**src/rtl/rs232_pkg.sv**
```systemverilog
// Shared RS232 definitions: FSM state encoding, parity/stop codes and bit-period rounding.
// Used by the transmit serializer and the future receiver.
package rs232_pkg;

    typedef enum logic [2:0] {
        ST_IDLE,
        ST_START,
        ST_DATA,
        ST_PARITY,
        ST_STOP
    } tx_state_t;

    localparam int PARITY_NONE = 0;
    localparam int PARITY_EVEN = 1;
    localparam int PARITY_ODD  = 2;

    localparam int STOP_ONE = 0;
    localparam int STOP_TWO = 1;

    // Clocks per bit, rounded to nearest.
    function automatic int calc_div(input int clk_freq, input int baud_rate);
        return (clk_freq + baud_rate / 2) / baud_rate;
    endfunction

endpackage

```
**src/rtl/rs232_baud_ticker.sv**
```systemverilog
// Bit-period counter 0..DIV-1 with synchronous restart; o_bit_tick marks the last
// clock of each bit period.
module rs232_baud_ticker #(
    parameter int DIV = 434,
    parameter int CW  = (DIV > 1) ? $clog2(DIV) : 1
) (
    input  logic clk,
    input  logic rst,
    input  logic i_restart,
    output logic o_bit_tick
);

    localparam logic [CW-1:0] LAST = CW'(DIV - 1);

    logic [CW-1:0] r_cnt;

    always_ff @(posedge clk or posedge rst) begin
        if (rst)
            r_cnt <= '0;
        else if (i_restart || r_cnt == LAST)
            r_cnt <= '0;
        else
            r_cnt <= r_cnt + 1'b1;
    end

    assign o_bit_tick = (r_cnt == LAST);

endmodule

```
**src/rtl/rs232_tx_serializer.sv**
```systemverilog
// RS232 transmitter: accepts one byte per ready level, frames start/data/parity/stop.
// Parity bit support is compiled in only when RS232_TX_PARITY_EN is defined.
module rs232_tx_serializer
    import rs232_pkg::*;
#(
    parameter int CLK_FREQ  = 50000000,
    parameter int BAUD_RATE = 115200,
    parameter int BYTE_LEN  = 8,
    parameter int PARITY    = 1,
    parameter int STOP_BITS = 0
) (
    input  logic       clk,
    input  logic       rst,
    input  logic       tx_transaction,
    input  logic [7:0] tx_data,
    input  logic       tx_data_ready,
    output logic       tx_data_copied,
    output logic       tx_busy,
    output logic       tx
);

    localparam int DIV = calc_div(CLK_FREQ, BAUD_RATE);
    localparam logic [2:0] LAST_BIT = 3'(BYTE_LEN - 1);
`ifdef RS232_TX_PARITY_EN
    localparam bit PAR_EN = (PARITY != PARITY_NONE);
`else
    localparam bit PAR_EN = 1'b0 && (PARITY != PARITY_NONE);
`endif

    tx_state_t  r_state;
    logic [7:0] r_shift;
    logic [2:0] r_bit_idx;
    logic       r_stop_idx;
    logic       r_armed;
    logic       w_accept;
    logic       w_tick;
    logic       w_par_bit;

    // armed gates acceptance so a held-high ready yields exactly one frame
    assign w_accept = (r_state == ST_IDLE) && tx_transaction && tx_data_ready && r_armed;

    rs232_baud_ticker #(.DIV(DIV)) u_ticker (
        .clk        (clk),
        .rst        (rst),
        .i_restart  (w_accept),
        .o_bit_tick (w_tick)
    );

`ifdef RS232_TX_PARITY_EN
    logic r_par;
    always_ff @(posedge clk or posedge rst) begin
        if (rst)
            r_par <= 1'b0;
        else if (r_state == ST_START && w_tick)
            r_par <= (^r_shift) ^ (PARITY == PARITY_ODD);
    end
    assign w_par_bit = r_par;
`else
    assign w_par_bit = 1'b0;
`endif

    always_ff @(posedge clk or posedge rst) begin
        if (rst) begin
            r_state        <= ST_IDLE;
            r_shift        <= '0;
            r_bit_idx      <= '0;
            r_stop_idx     <= 1'b0;
            r_armed        <= 1'b0;
            tx_data_copied <= 1'b0;
            tx_busy        <= 1'b0;
            tx             <= 1'b1;
        end else begin
            tx_data_copied <= 1'b0;
            if (!tx_data_ready)
                r_armed <= 1'b1;
            case (r_state)
                ST_IDLE: begin
                    tx      <= 1'b1;
                    tx_busy <= 1'b0;
                    if (w_accept) begin
                        r_state        <= ST_START;
                        r_shift        <= 8'(tx_data[BYTE_LEN-1:0]);
                        r_armed        <= 1'b0;
                        tx_data_copied <= 1'b1;
                        tx_busy        <= 1'b1;
                        tx             <= 1'b0;
                    end
                end
                ST_START: if (w_tick) begin
                    r_state   <= ST_DATA;
                    r_bit_idx <= '0;
                    tx        <= r_shift[0];
                end
                ST_DATA: if (w_tick) begin
                    r_shift <= r_shift >> 1;
                    if (r_bit_idx == LAST_BIT) begin
                        r_state    <= PAR_EN ? ST_PARITY : ST_STOP;
                        tx         <= PAR_EN ? w_par_bit : 1'b1;
                        r_stop_idx <= 1'b0;
                    end else begin
                        r_bit_idx <= r_bit_idx + 1'b1;
                        tx        <= r_shift[1];
                    end
                end
`ifdef RS232_TX_PARITY_EN
                ST_PARITY: if (w_tick) begin
                    r_state    <= ST_STOP;
                    r_stop_idx <= 1'b0;
                    tx         <= 1'b1;
                end
`endif
                ST_STOP: if (w_tick) begin
                    if (r_stop_idx == 1'(STOP_BITS)) begin
                        r_state <= ST_IDLE;
                        tx_busy <= 1'b0;
                    end else begin
                        r_stop_idx <= 1'b1;
                    end
                end
                default: begin
                    r_state <= ST_IDLE;
                    tx_busy <= 1'b0;
                    tx      <= 1'b1;
                end
            endcase
        end
    end

endmodule
```
**config.mk**
```make
export PLATFORM = sky130hd
export DESIGN_NAME = rs232_tx_serializer
export DESIGN_NICKNAME = d
export VERILOG_FILES = /design/src/rtl/rs232_pkg.sv /design/src/rtl/rs232_baud_ticker.sv /design/src/rtl/rs232_tx_serializer.sv
export SDC_FILE = /design/constraint.sdc
export NUM_CORES = 1
export LEC_CHECK = 0
export ABC_CLOCK_PERIOD_IN_PS = 1740
export BUFFER_PORTS_ARGS = -buffer_cell sky130_fd_sc_hd__buf_2
export CORE_MARGIN = 3
export CORE_UTILIZATION = 40
export DETAILED_ROUTE_END_ITERATION = 12
export GPL_TIMING_DRIVEN = 0
export PLACE_DENSITY = 0.69
export SLEW_MARGIN = 25
export SYNTH_ARGS = -nofsm -noshare
export SYNTH_HDL_FRONTEND = slang
export SYNTH_SLANG_ARGS = --single-unit
```
**constraint.sdc**
```tcl
create_clock -name clk -period 1.74 [get_ports clk]
set_input_delay 0.174 -clock clk [delete_from_list [all_inputs] [get_ports clk]]
set_output_delay 0.174 -clock clk [all_outputs]
set_load 0.1 [all_outputs]
```
* After elaboration in Yosys (flattened, before gate mapping)
Cells that the tools add are included.
** Storage, ports and cells
- Output and inout bits :: 3
- Register bits :: 28
** Operators by class
- $add $sub $neg :: 2
- Reduce and logical (&&, ||, !) cells :: 15
- Bitwise logic cells :: 2
- Equal/unequal tests :: 12
- Muxes and demuxes :: 33
** Operator list (count)
- $mux 3 :: 9
- $mux 8 :: 2
- $pmux 8 s2 :: 1
- $mux 1 :: 15
- $pmux 3 s4 :: 1
- $add 9x1->9 const B :: 1
- $eq 9x9->1 const B :: 1
- $mux 9 :: 1
- $reduce_and 3->1 :: 3
- $ne 2x1->1 const B :: 4
- $reduce_and 4->1 :: 2
- $eq 3x3->1 const B :: 2
- $ne 2x2->1 const B :: 3
- $pmux 3 s2 :: 1
- $reduce_and 6->1 :: 1
- $reduce_bool 2->1 :: 3
- $pmux 1 s4 :: 1
- $add 3x1->3 const B :: 1
- $eq 3x1->1 const B :: 1
- $eq 3x2->1 const B :: 1
- $logic_and 1x1->1 :: 3
- $logic_not 3->1 :: 1
- $pmux 1 s3 :: 1
- $not 1->1 :: 2
- other kinds (3) :: 3

* Longest topological paths before layout
Gate-level depths: netlist (run 1).
- Depth in word-level cells :: 6
- Mapped depth :: 6

* Cells and area by module
A second synthesis (run 1) with hierarchy kept.
** Unflattened totals
- Cell total of the unflattened synthesis :: 134
- Area total of the unflattened synthesis :: 1412.6 um^2
** Modules (own cells, without submodules)
- rs232_tx_serializer :: cells each 85, times used 1, seq. area each 451.7 um^2, area an instance 923.4 um^2
- rs232_baud_ticker :: cells each 49, times used 1, seq. area each 225.2 um^2, area an instance 489.2 um^2

* Worst setup path before layout (run 1)
No wires, ideal clock.
- Path kind :: reg2reg
- Start :: reg r_state[0]
- End :: reg r_shift[0]
- Required time :: 1.615 ns
- Arrival :: 1.587 ns
- Setup slack :: 0.028 ns
- Stages on the path, launching flop included :: 5
- Clock period less this slack :: 1.712 ns
- Path buffers :: 0
- Cells stage by stage :: dfrtp_1 -> nand2b_1 -> nor2_1 -> mux2_2 -> mux2_2
** Between the ends
- Cells in the longest elaborated chain, start to end :: 6
- Elaborated cells between the ends (all ways) :: 10
- Classes of those cells :: 3 x eq/ne; 1 x mux; 6 x reduce/logical
** RTL lines
- from (decl) :: line rs232_tx_serializer.sv:30 : tx_state_t r_state;
- from (signal assigned) :: line rs232_tx_serializer.sv:97 : r_state <= PAR_EN ? ST_PARITY : ST_STOP;
- $logic_not 3->1 :: line rs232_tx_serializer.sv:40, rs232_tx_serializer.sv:76
- $logic_and 1x1->1 (3 in a row) :: line rs232_tx_serializer.sv:40 : assign w_accept = (r_state == ST_IDLE) && tx_transaction && tx_data_ready && r_armed;
- $ne 2x1->1 (no source line)
- $reduce_and 3->1 (no source line)
- to (signal assigned) :: line rs232_tx_serializer.sv:82 : r_shift <= 8'(tx_data[BYTE_LEN-1:0]);
- to (signal assigned) :: line rs232_tx_serializer.sv:95 : r_shift <= r_shift >> 1;
- to (decl) :: line rs232_tx_serializer.sv:31 : logic [7:0] r_shift;
Several ways; a longest one is shown, not always the timed one.
A chain may end at the register's enable or synchronous reset.

* Worst setup path after layout (run 1)
- Start :: reg r_bit_idx[0]
- End :: reg r_bit_idx[0]
** Between the ends
- Cells in the longest elaborated chain, start to end :: 4
- Elaborated cells between the ends (all ways) :: 7
- Classes of those cells :: 1 x add/sub; 2 x eq/ne; 3 x mux; 1 x reduce/logical
** RTL lines
- from (decl) :: line rs232_tx_serializer.sv:32 : logic [2:0] r_bit_idx;
- from (signal assigned) :: line rs232_tx_serializer.sv:101 : r_bit_idx <= r_bit_idx + 1'b1;
- $add 3x1->3 :: line rs232_tx_serializer.sv:101
- $mux 3 :: line rs232_tx_serializer.sv:96 : if (r_bit_idx == LAST_BIT) begin
- $mux 3 :: line rs232_tx_serializer.sv:94 : ST_DATA: if (w_tick) begin
- $pmux 3 s2 :: line rs232_tx_serializer.sv:76 : case (r_state)
Several ways; a longest one is shown, not always the timed one. The select of a mux whose other input is x is not followed.

==> results of run 1 <==
-- final cells by class --
type | instances | area, sq um
Tap cell | 44 | 55.1
Sequential cell | 27 | 679
Multi-Input combinational cell | 83 | 718
Clock buffer | 3 | 22.5
Inverter | 4 | 15.0
Clock inverter | 1 | 5.00
Fill cell | 289 | 1490
Buffer | 4 | 21.3
Timing Repair Buffer | 27 | 170
-- cells by family after synthesis --
group	share of synthesized area (%)
AOI/OAI and AO/OA	10.8
xor gates and xnor gates	3.80
adders and majority gates	3.62
buffers and inverters	2.99
DFF	49.0
muxes	13.3
and+or+nand+nor	16.6
-- how the worst max path moves through the flow --
stage                     slack, ns            to  cells after the start
after global placement        -0.17    r_shift[1]                      4
after floorplan                0.03    r_shift[0]                      4
after global routing          -0.04  r_bit_idx[0]                      4
final                          0.04  r_bit_idx[0]                      6
after CTS                      0.01    r_shift[4]                      4
after detailed placement      -0.19    r_shift[3]                      4
-- cells in the mapped netlist --
cell,number,area share (%)
buf_2,3,1.1
nor3_1,1,0.36
mux2_2,15,12
and4_2,1,0.72
o21a_1,1,0.54
nand2_1,2,0.54
xor2_1,3,1.9
ha_1,4,3.6
nor4b_4,1,1.7
and2b_1,1,0.54
a31oi_1,2,0.90
nand4_2,1,0.90
a22o_1,1,0.63
o21ai_0,4,1.4
nand4_1,1,0.45
o22ai_1,1,0.45
buf_4,1,0.54
and2_1,1,0.45
and3_1,1,0.45
and4_1,1,0.63
nand2b_1,1,0.45
a211oi_1,1,0.54
xnor2_1,3,1.9
a2111oi_0,1,0.63
nand4b_1,1,0.63
nor2b_1,3,1.4
or2b_1,1,0.54
nand3b_1,1,0.54
nor2_1,11,3.0
a21oi_1,5,1.8
mux2_4,1,1.1
a22o_2,2,1.4
clkbuf_1,1,0.27
dfstp_2,1,1.9
a221oi_1,1,0.63
or3_1,1,0.45
inv_1,4,1.1
o31ai_1,1,0.54
and3_2,1,0.54
nand3_1,4,1.4
or3_4,1,0.81
dfrtp_1,26,47
a21oi_4,1,1.2
-- what timing repair did --
item	4_1_cts	5_1_grt
resized for setup	4	18
endpoints found under the setup margin	10	20
hold endpoints to repair	0	26
buffers inserted	5	7
hold buffers	0	1
pin swaps	2	5
-- registers in the layout, summed over array words and instances, names as in the netlist --
name	count
tx_data_copied	1
r_state	3
tx	1
tx_busy	1
r_shift	8
r_bit_idx	3
u_ticker.r_cnt	9
r_armed	1
-- power by group through the flow --
| stage | logic [mW] | registers (mW) | clock network, mW |
|---|---|---|---|
| 2_1_floorplan | 0.257 | 1.01 | 0 |
| 3_3_place_gp | 0.444 | 0.902 | 0 |
| 3_5_place_dp | 0.463 | 0.918 | 0 |
| 4_1_cts | 0.529 | 0.903 | 0.290 |
| 5_1_grt | 0.725 | 0.916 | 0.315 |
| 6_report | 0.670 | 0.897 | 0.278 |
-- worst max-delay path, cell delays in order (launching register included) --
cell	delay, ns
dfrtp_1	0.42
ha_1	0.21
ha_2	0.20
inv_2	0.07
a21oi_1	0.06
or3_4	0.39
mux2_4	0.26
-- through the flow --
step / std cells / utilization, % / area (sq um)
finish: 193 / 53.1 / 1690
global placement: 177 / 47.4 / 1510
CTS: 186 / 49.7 / 1580
floorplan: 119 / - / 1380
detailed placement: 177 / 47.4 / 1510
global route: 193 / 53.1 / 1690
-- layer usage --
layer	vias up	track usage, %
met1	507	16.3
li1	484	-
met4	0	7.39
met5	-	0
met2	18	25.4
met3	4	3.64
-- layout by cell type (no fill, tap or decap), types with 2 or more instances in the layout --
| cell type | n |
|---|---|
| nand3_1 | 4 |
| xnor2_1 | 3 |
| inv_2 | 2 |
| buf_2 | 16 |
| dfrtp_2 | 2 |
| nor2_1 | 10 |
| inv_1 | 2 |
| clkbuf_4 | 4 |
| nor2b_1 | 2 |
| ha_2 | 2 |
| nand2_1 | 2 |
| buf_4 | 12 |
| xor2_1 | 3 |
| ha_1 | 2 |
| o21ai_0 | 3 |
| mux2_2 | 7 |
| a21oi_1 | 5 |
| mux2_4 | 9 |
| dfrtp_1 | 24 |
| a22o_2 | 2 |
| a31oi_1 | 2 |
==> flow_metrics.env, run 1 <==
export IMPL_first_global_vias=1069
export IMPL_tightestPinTransition_ns=0.560
export IMPL_core_sq_mm=0.00318
export IMPL_routed_top_layer="met4"
export IMPL_grt_ovfl_total=0
export IMPL_first_pass_iters=4
export IMPL_syn_area_sq_mm=0.00138
export IMPL_crit_arrival_ns=1.94
export IMPL_max_cap_viol_count=0
export IMPL_p_int_mw=1.19
export IMPL_critPathRequiredTime_ns=1.98
export IMPL_fmax_ghz=0.587
export IMPL_clk_pin_slew_worst_paths_ns=0.15
export IMPL_setup_tns_ns=0
export IMPL_r2r_cells=6
export IMPL_numCtsBuffers=3
export IMPL_power_leakage_nw=0.808
export IMPL_clock_sinks=27
export IMPL_dr_wl_met3_um=64
export IMPL_worstHoldPathType="in2reg"
export IMPL_dieArea_sq_mm=0.00420
export IMPL_n_antenna_cell=0
export IMPL_cts_root_buf="clkbuf_4"
export IMPL_grt_pass1_wl_um=4710
export IMPL_status="complete, no violations"
export IMPL_drc=0
export IMPL_avgViaCountPerCell=5.25
export IMPL_dp_hpwl_um=1870
export IMPL_ys_warn_count=0
export IMPL_antenna_found_initial=0
export IMPL_vias=1013
export IMPL_power_density_mw_per_mm2=1090
export IMPL_maxSlewHeadroom_pct=62.6
export IMPL_report_final_slew_viol_count=0
export IMPL_totalPowerFinal_mw=1.84
export IMPL_timing_rr_start="r_bit_idx[0]"
export IMPL_criticalPathCategory="reg2reg"
export IMPL_drtIter0Drc=49
export IMPL_critPathMaxFanout=3
export IMPL_synth_nets=135
export IMPL_critPathLaunchType="flop"
export IMPL_die_x_um=64.8
export IMPL_p_clk_share_pct=15.1
export IMPL_htreeDepth=1
export IMPL_wl_met1_um=1250
export IMPL_synth_seq_cells=27
export IMPL_wl_met2_um=1460
export IMPL_yosysUniqueCellTypes=43
export IMPL_port_buffers=14
export IMPL_nNetsFinal=166
export IMPL_ir_worst_vdd_v=0.000615
export IMPL_sw_frac_of_total_pct=35.4
export IMPL_hold_viol=0
export IMPL_hold_end="r_armed"
export IMPL_p_seq_share_pct=48.6
export IMPL_wl_per_cell_um=14.6
export IMPL_regToRegEndpoint="r_bit_idx[0]"
export IMPL_power_switching_uw=654
export IMPL_clkLatencyLatePin_ns=0.33
export IMPL_rsz0062_at_grt="yes"
export IMPL_ys_seq_area_share_pct=49.0
export IMPL_place_gp_congestion=0.821
export IMPL_cts_tree="done"
export IMPL_setup_ws_ns=0.0369
export IMPL_rows=20
export IMPL_hold_path_depth=2
export IMPL_setup_viol_count_final=0
export IMPL_routed_wl_um=2820
export IMPL_die_h_um=64.8
export IMPL_share_comb_of_total_power_pct=36.3
export IMPL_antenna_left=0
export IMPL_period_minus_slack_ns=1.70
export IMPL_holdWs_ns=0.0204
export IMPL_initial_core_util_pct=43.5
export IMPL_r2r_slack_ns=0.04
export IMPL_layout_drive_gt1_share_pct=46.3
export IMPL_fin_crit_sh_pct=97.9
export IMPL_pre_cts_slack_ns=-0.189
export IMPL_grt_max_degree=28
export IMPL_design_portCount=15
export IMPL_syn_inst=119
export IMPL_end_kind="flop"
export IMPL_startpoint="r_bit_idx[0]"
export IMPL_grt_usage_pct=14.5
export IMPL_area_growth_pct=22.0
export IMPL_min_from="tx_data_ready"
export IMPL_skew_ns=0.00217
export IMPL_avgSynthCellArea_sq_um=11.6
export IMPL_clock_tree_buffer_depth=2
Note: power is estimated with default switching activity, not from simulation.
==> run 2: changes to the inputs <==
Settings changed: CORE_UTILIZATION 40 to 51, PLACE_DENSITY 0.69 to 0.83.
==> flow_metrics.env, run 2 (synthesized netlist as in run 1, its figures left out) <==
export IMPL_status="complete, no violations"
export IMPL_period_minus_slack_ns=1.68
export IMPL_crit_arrival_ns=1.92
export IMPL_design_portCount=15
export IMPL_fin_crit_sh_pct=96.5
export IMPL_grt_pass1_wl_um=4400
export IMPL_grt_usage_pct=17.0
export IMPL_antenna_left=0
export IMPL_cts_root_buf="clkbuf_4"
export IMPL_antenna_found_initial=0
export IMPL_crit_path_max_incr_delay_ns=0.47
export IMPL_die_h_um=58.1
export IMPL_rows=18
export IMPL_placed_area_sq_mm=0.00149
export IMPL_critPathLaunchType="flop"
export IMPL_max_cap_viol_count=0
export IMPL_critPathTopFamily="simple AND/OR/NAND/NOR gates"
export IMPL_cts_tree="done"
export IMPL_clk_pin_slew_worst_paths_ns=0.14
export IMPL_setup_viol_count_final=0
export IMPL_end_kind="flop"
export IMPL_power_density_mw_per_mm2=1100
export IMPL_maxSlewHeadroom_pct=62.7
export IMPL_holdWs_ns=0.0230
export IMPL_startpoint="u_ticker.r_cnt[3]"
export IMPL_layout_common_cells="dfrtp_1, buf_2, buf_4"
export IMPL_critPathMaxFanout=4
export IMPL_cp_num_buf_inv=0
export IMPL_port_buffers=14
export IMPL_htreeDepth=1
export IMPL_setup_tns_ns=0
export IMPL_core_sq_mm=0.00252
export IMPL_fin_area_sq_mm=0.00171
export IMPL_avgViaCountPerCell=5.74
export IMPL_r2r_cells=4
export IMPL_hold_path_depth=2
export IMPL_layout_drive_gt1_share_pct=47.4
export IMPL_wl_per_cell_um=16.1
export IMPL_ir_worst_vdd_v=0.000901
export IMPL_largest_reg_flops=9
export IMPL_hold_viol=0
export IMPL_numCtsBuffers=3
export IMPL_crit_chain="nor4b_4 -> nand4_2 -> or3_4 -> mux2_4"
export IMPL_largest_register="u_ticker.r_cnt"
export IMPL_multiInputGateArea_sq_um=729
export IMPL_clkLatencyLatePin_ns=0.33
export IMPL_first_global_vias=1019
export IMPL_drc=0
export IMPL_drtIter0Drc=25
export IMPL_vias=1044
export IMPL_regArea_sq_um=679
export IMPL_routed_wl_um=2930
export IMPL_critPathRequiredTime_ns=1.98
export IMPL_clock_sinks=27
export IMPL_fmax_ghz=0.595
export IMPL_die_x_um=58.1
export IMPL_n_fill_cell=189
export IMPL_mostFrequentLayoutCell="dfrtp_1"
export IMPL_n_antenna_cell=0
export IMPL_power_leakage_nw=0.819
export IMPL_setup_ws_ns=0.0601
export IMPL_timing_rr_start="u_ticker.r_cnt[3]"
export IMPL_tightestPinTransition_ns=0.556
export IMPL_rsz0062_at_grt="no"
export IMPL_dieArea_sq_mm=0.00337
export IMPL_report_final_slew_viol_count=0
export IMPL_crit_end="r_bit_idx[0]"
export IMPL_area_growth_pct=23.7
export IMPL_cp_depth=4
export IMPL_worstHoldPathType="in2reg"
export IMPL_regToRegEndpoint="r_bit_idx[0]"
export IMPL_crit_path_top_delay_cell="dfrtp_2"
export IMPL_initial_core_util_pct=54.8
export IMPL_dp_hpwl_um=1930
export IMPL_first_pass_iters=4
export IMPL_place_gp_congestion=0.822
export IMPL_clock_tree_buffer_depth=2
export IMPL_nNetsFinal=169
export IMPL_grt_max_degree=28
export IMPL_pre_cts_slack_ns=-0.202
export IMPL_skew_ns=0.00270
export IMPL_criticalPathCategory="reg2reg"
export IMPL_grt_ovfl_total=0
export IMPL_reg_top3="u_ticker.r_cnt x9, r_shift x8"
export IMPL_r2r_slack_ns=0.06
## run 2: worst register-to-register path, cell delays in order (launching register included)
cell     delay (ns)
dfrtp_2        0.47
nor4b_4        0.33
nand4_2        0.17
or3_4          0.36
mux2_4         0.26
## run 2: through the flow
| step | utilization (%) | power [mW] | instances |
|---|---|---|---|
| 2_1_floorplan | - | 1.27 | 119 |
| 3_3_place_gp | 59.1 | 1.34 | 163 |
| 3_5_place_dp | 59.1 | 1.38 | 163 |
| 4_1_cts | 61.6 | 1.68 | 170 |
| 5_1_grt | 67.8 | 1.99 | 182 |
| 6_report | 67.8 | 1.88 | 182 |
## run 2: power breakdown
group,switching [mW],internal [mW]
logic,0.346,0.350
clock network,0.191,0.0866
registers,0.127,0.779
total,0.665,1.21
## run 2: final cells by class
| cell class | count | area share (%) |
|---|---|---|
| tap | 30 | 2.19 |
| inverter | 4 | 0.878 |
| sequential | 27 | 39.7 |
| multi-input combinational | 83 | 42.6 |
| clock buffer | 3 | 1.32 |
| timing repair buffer | 30 | 11.7 |
| clock inverter | 1 | 0.293 |
| buffer | 4 | 1.24 |
## run 2: layer usage
metal	part of all wire, %	GRT usage [%]
met1	40	20.5
met2	54	30.2
met3	4.2	3.34
met5	0	0
met4	1.8	5.63
## run 2: how the worst min path moves through the flow
stage	from	to	slack [ns]
global placement	tx_data_ready	r_armed	0.38
detailed placement	tx_data_ready	r_armed	0.39
global route	tx_data_ready	r_armed	0.01
CTS	tx_data_ready	r_armed	0.02
floorplan	rst	r_armed	0.23
finish	tx_data_ready	r_armed	0.02
## run 2: what timing repair did
action | CTS | global route
pin swaps | 2 | 5
hold buffers | 0 | 1
setup endpoints to repair | 10 | 20
gates resized for setup | 5 | 18
endpoints found under the hold margin | 0 | 13
buffers inserted | 3 | 11
==> run 3: changes to the inputs <==
Settings changed: PLACE_DENSITY 0.83 to 0.74.
==> flow_metrics.env, run 3 (synthesized netlist as in run 1, its figures left out) <==
export IMPL_grt_max_degree=28
export IMPL_crit_chain="ha_1 -> ha_1 -> inv_2 -> a21oi_1 -> or3_4 -> mux2_4"
export IMPL_initial_core_util_pct=54.8
export IMPL_crit_path_top_delay_cell="dfrtp_1"
export IMPL_clock_sinks=27
export IMPL_drc=0
export IMPL_grt_usage_pct=16.4
export IMPL_clk_pin_slew_worst_paths_ns=0.15
export IMPL_cts_root_buf="clkbuf_4"
export IMPL_fin_crit_sh_pct=96.7
export IMPL_nNetsFinal=166
export IMPL_dieArea_sq_mm=0.00337
export IMPL_first_global_vias=988
export IMPL_die_x_um=58.1
export IMPL_reg_top3="u_ticker.r_cnt x9, r_shift x8"
export IMPL_clock_tree_buffer_depth=2
export IMPL_p_int_mw=1.19
export IMPL_dp_hpwl_um=1750
export IMPL_sw_frac_of_total_pct=35.0
export IMPL_maxSlewHeadroom_pct=36.8
export IMPL_n_antenna_cell=0
export IMPL_status="complete, no violations"
export IMPL_avgViaCountPerCell=5.80
export IMPL_cp_num_buf_inv=1
export IMPL_layout_drive_gt1_share_pct=46.3
export IMPL_grt_pass1_wl_um=4340
export IMPL_first_pass_iters=4
export IMPL_drtIter0Drc=36
export IMPL_routed_wl_um=2700
export IMPL_layout_common_cells="dfrtp_1, buf_2, buf_4"
export IMPL_antenna_left=0
export IMPL_numCtsBuffers=3
export IMPL_fmax_ghz=0.594
export IMPL_setup_viol_count_final=0
export IMPL_largest_register="u_ticker.r_cnt"
export IMPL_core_sq_mm=0.00252
export IMPL_crit_arrival_ns=1.91
export IMPL_power_switching_uw=642
export IMPL_share_comb_of_total_power_pct=36.2
export IMPL_skew_ns=0.00702
export IMPL_critPathTopFamily="adder cells"
export IMPL_design_portCount=15
export IMPL_cts_tree="done"
export IMPL_crit_path_max_incr_delay_ns=0.42
export IMPL_totalPowerFinal_mw=1.83
export IMPL_r2r_slack_ns=0.06
export IMPL_port_buffers=14
export IMPL_end_kind="flop"
export IMPL_wl_per_cell_um=15.1
export IMPL_area_growth_pct=21.6
export IMPL_die_h_um=58.1
export IMPL_critPathLaunchType="flop"
export IMPL_power_leakage_nw=0.804
export IMPL_tightestPinTransition_ns=0.943
export IMPL_largest_reg_flops=9
export IMPL_max_cap_viol_count=0
export IMPL_criticalPathCategory="reg2reg"
export IMPL_critPathMaxFanout=3
export IMPL_p_seq_share_pct=48.9
export IMPL_htreeDepth=1
export IMPL_rows=18
export IMPL_ir_worst_vdd_v=0.000864
export IMPL_power_density_mw_per_mm2=1090
export IMPL_critPathRequiredTime_ns=1.97
export IMPL_holdWs_ns=0.0212
export IMPL_report_final_slew_viol_count=0
export IMPL_antenna_found_initial=0
export IMPL_worstHoldPathType="in2reg"
export IMPL_place_gp_congestion=0.828
export IMPL_clkLatencyLatePin_ns=0.33
export IMPL_hold_viol=0
export IMPL_mostFrequentLayoutCell="dfrtp_1"
export IMPL_grt_ovfl_total=0
export IMPL_period_minus_slack_ns=1.68
export IMPL_vias=1039
export IMPL_p_clk_share_pct=14.9
export IMPL_critical_path_most_common_cell="ha_1"
==> run 3: layer usage <==
layer,wire [um],track usage [%],vias to the layer above
li1,-,-,488
met1,1170,20.8,528
met2,1410,28.5,18
met3,78,4.01,5
met4,36,3.31,0
met5,0,0,-
==> run 3: final cells by class <==
cell class	instances	area, sq um
clock inverters	1	5.00
fillers	199	841
well taps	30	37.5
inverters	4	15.0
repair buffers	27	170
plain buffers	4	21.3
clock buffers	3	22.5
multi-input cells	83	731
flip-flops and latches	27	679
==> run 3: what timing repair did <==
action | 4_1_cts | 5_1_grt
endpoints found under the setup margin | 8 | 20
pin swaps | 2 | 2
endpoints found under the hold margin | 0 | 26
setup buffers | 5 | 7
hold buffers | 0 | 1
resized for setup | 3 | 21
==> run 3: worst register-to-register path, stage by stage, from the launching register on <==
cell and delay, ns:
dfrtp_1 0.42, ha_1 0.20, ha_1 0.22, inv_2 0.08, a21oi_1 0.06, or3_4 0.34, mux2_4 0.26
==> run 3: final timing paths <==
kind,from,endpoint,depth (start not counted)
min in group asynchronous,rst,u_ticker.r_cnt[0],3
min,tx_data_ready,r_armed,2
max in group asynchronous,rst,u_ticker.r_cnt[2],3
max,r_bit_idx[0],r_bit_idx[0],6
max reg2reg,r_bit_idx[0],r_bit_idx[0],6
min reg2reg,r_shift[7],r_shift[7],1
==> run 3: power by group through the flow <==
stage	Clock [mW]	Sequential (mW)	Combinational, mW
2_1_floorplan	0	1.01	0.257
3_3_place_gp	0	0.902	0.442
3_5_place_dp	0	0.911	0.457
4_1_cts	0.276	0.896	0.506
5_1_grt	0.289	0.913	0.730
6_report	0.273	0.897	0.664
==> run 3: metrics by stage <==
step | std cells | instance area [sq um] | worst slack [ns] | TNS, ns | util [%]
final | 179 | 1680 | 0.0574 | 0 | 66.7
after global routing | 179 | 1680 | -0.00702 | -0.00702 | 66.7
after CTS | 172 | 1560 | 0.00513 | 0 | 61.9
after detailed placement | 163 | 1490 | -0.180 | -1.24 | 59.1
after global placement | 163 | 1490 | -0.174 | -1.20 | 59.1
after floorplan | 119 | 1380 | 0.0282 | 0 | -
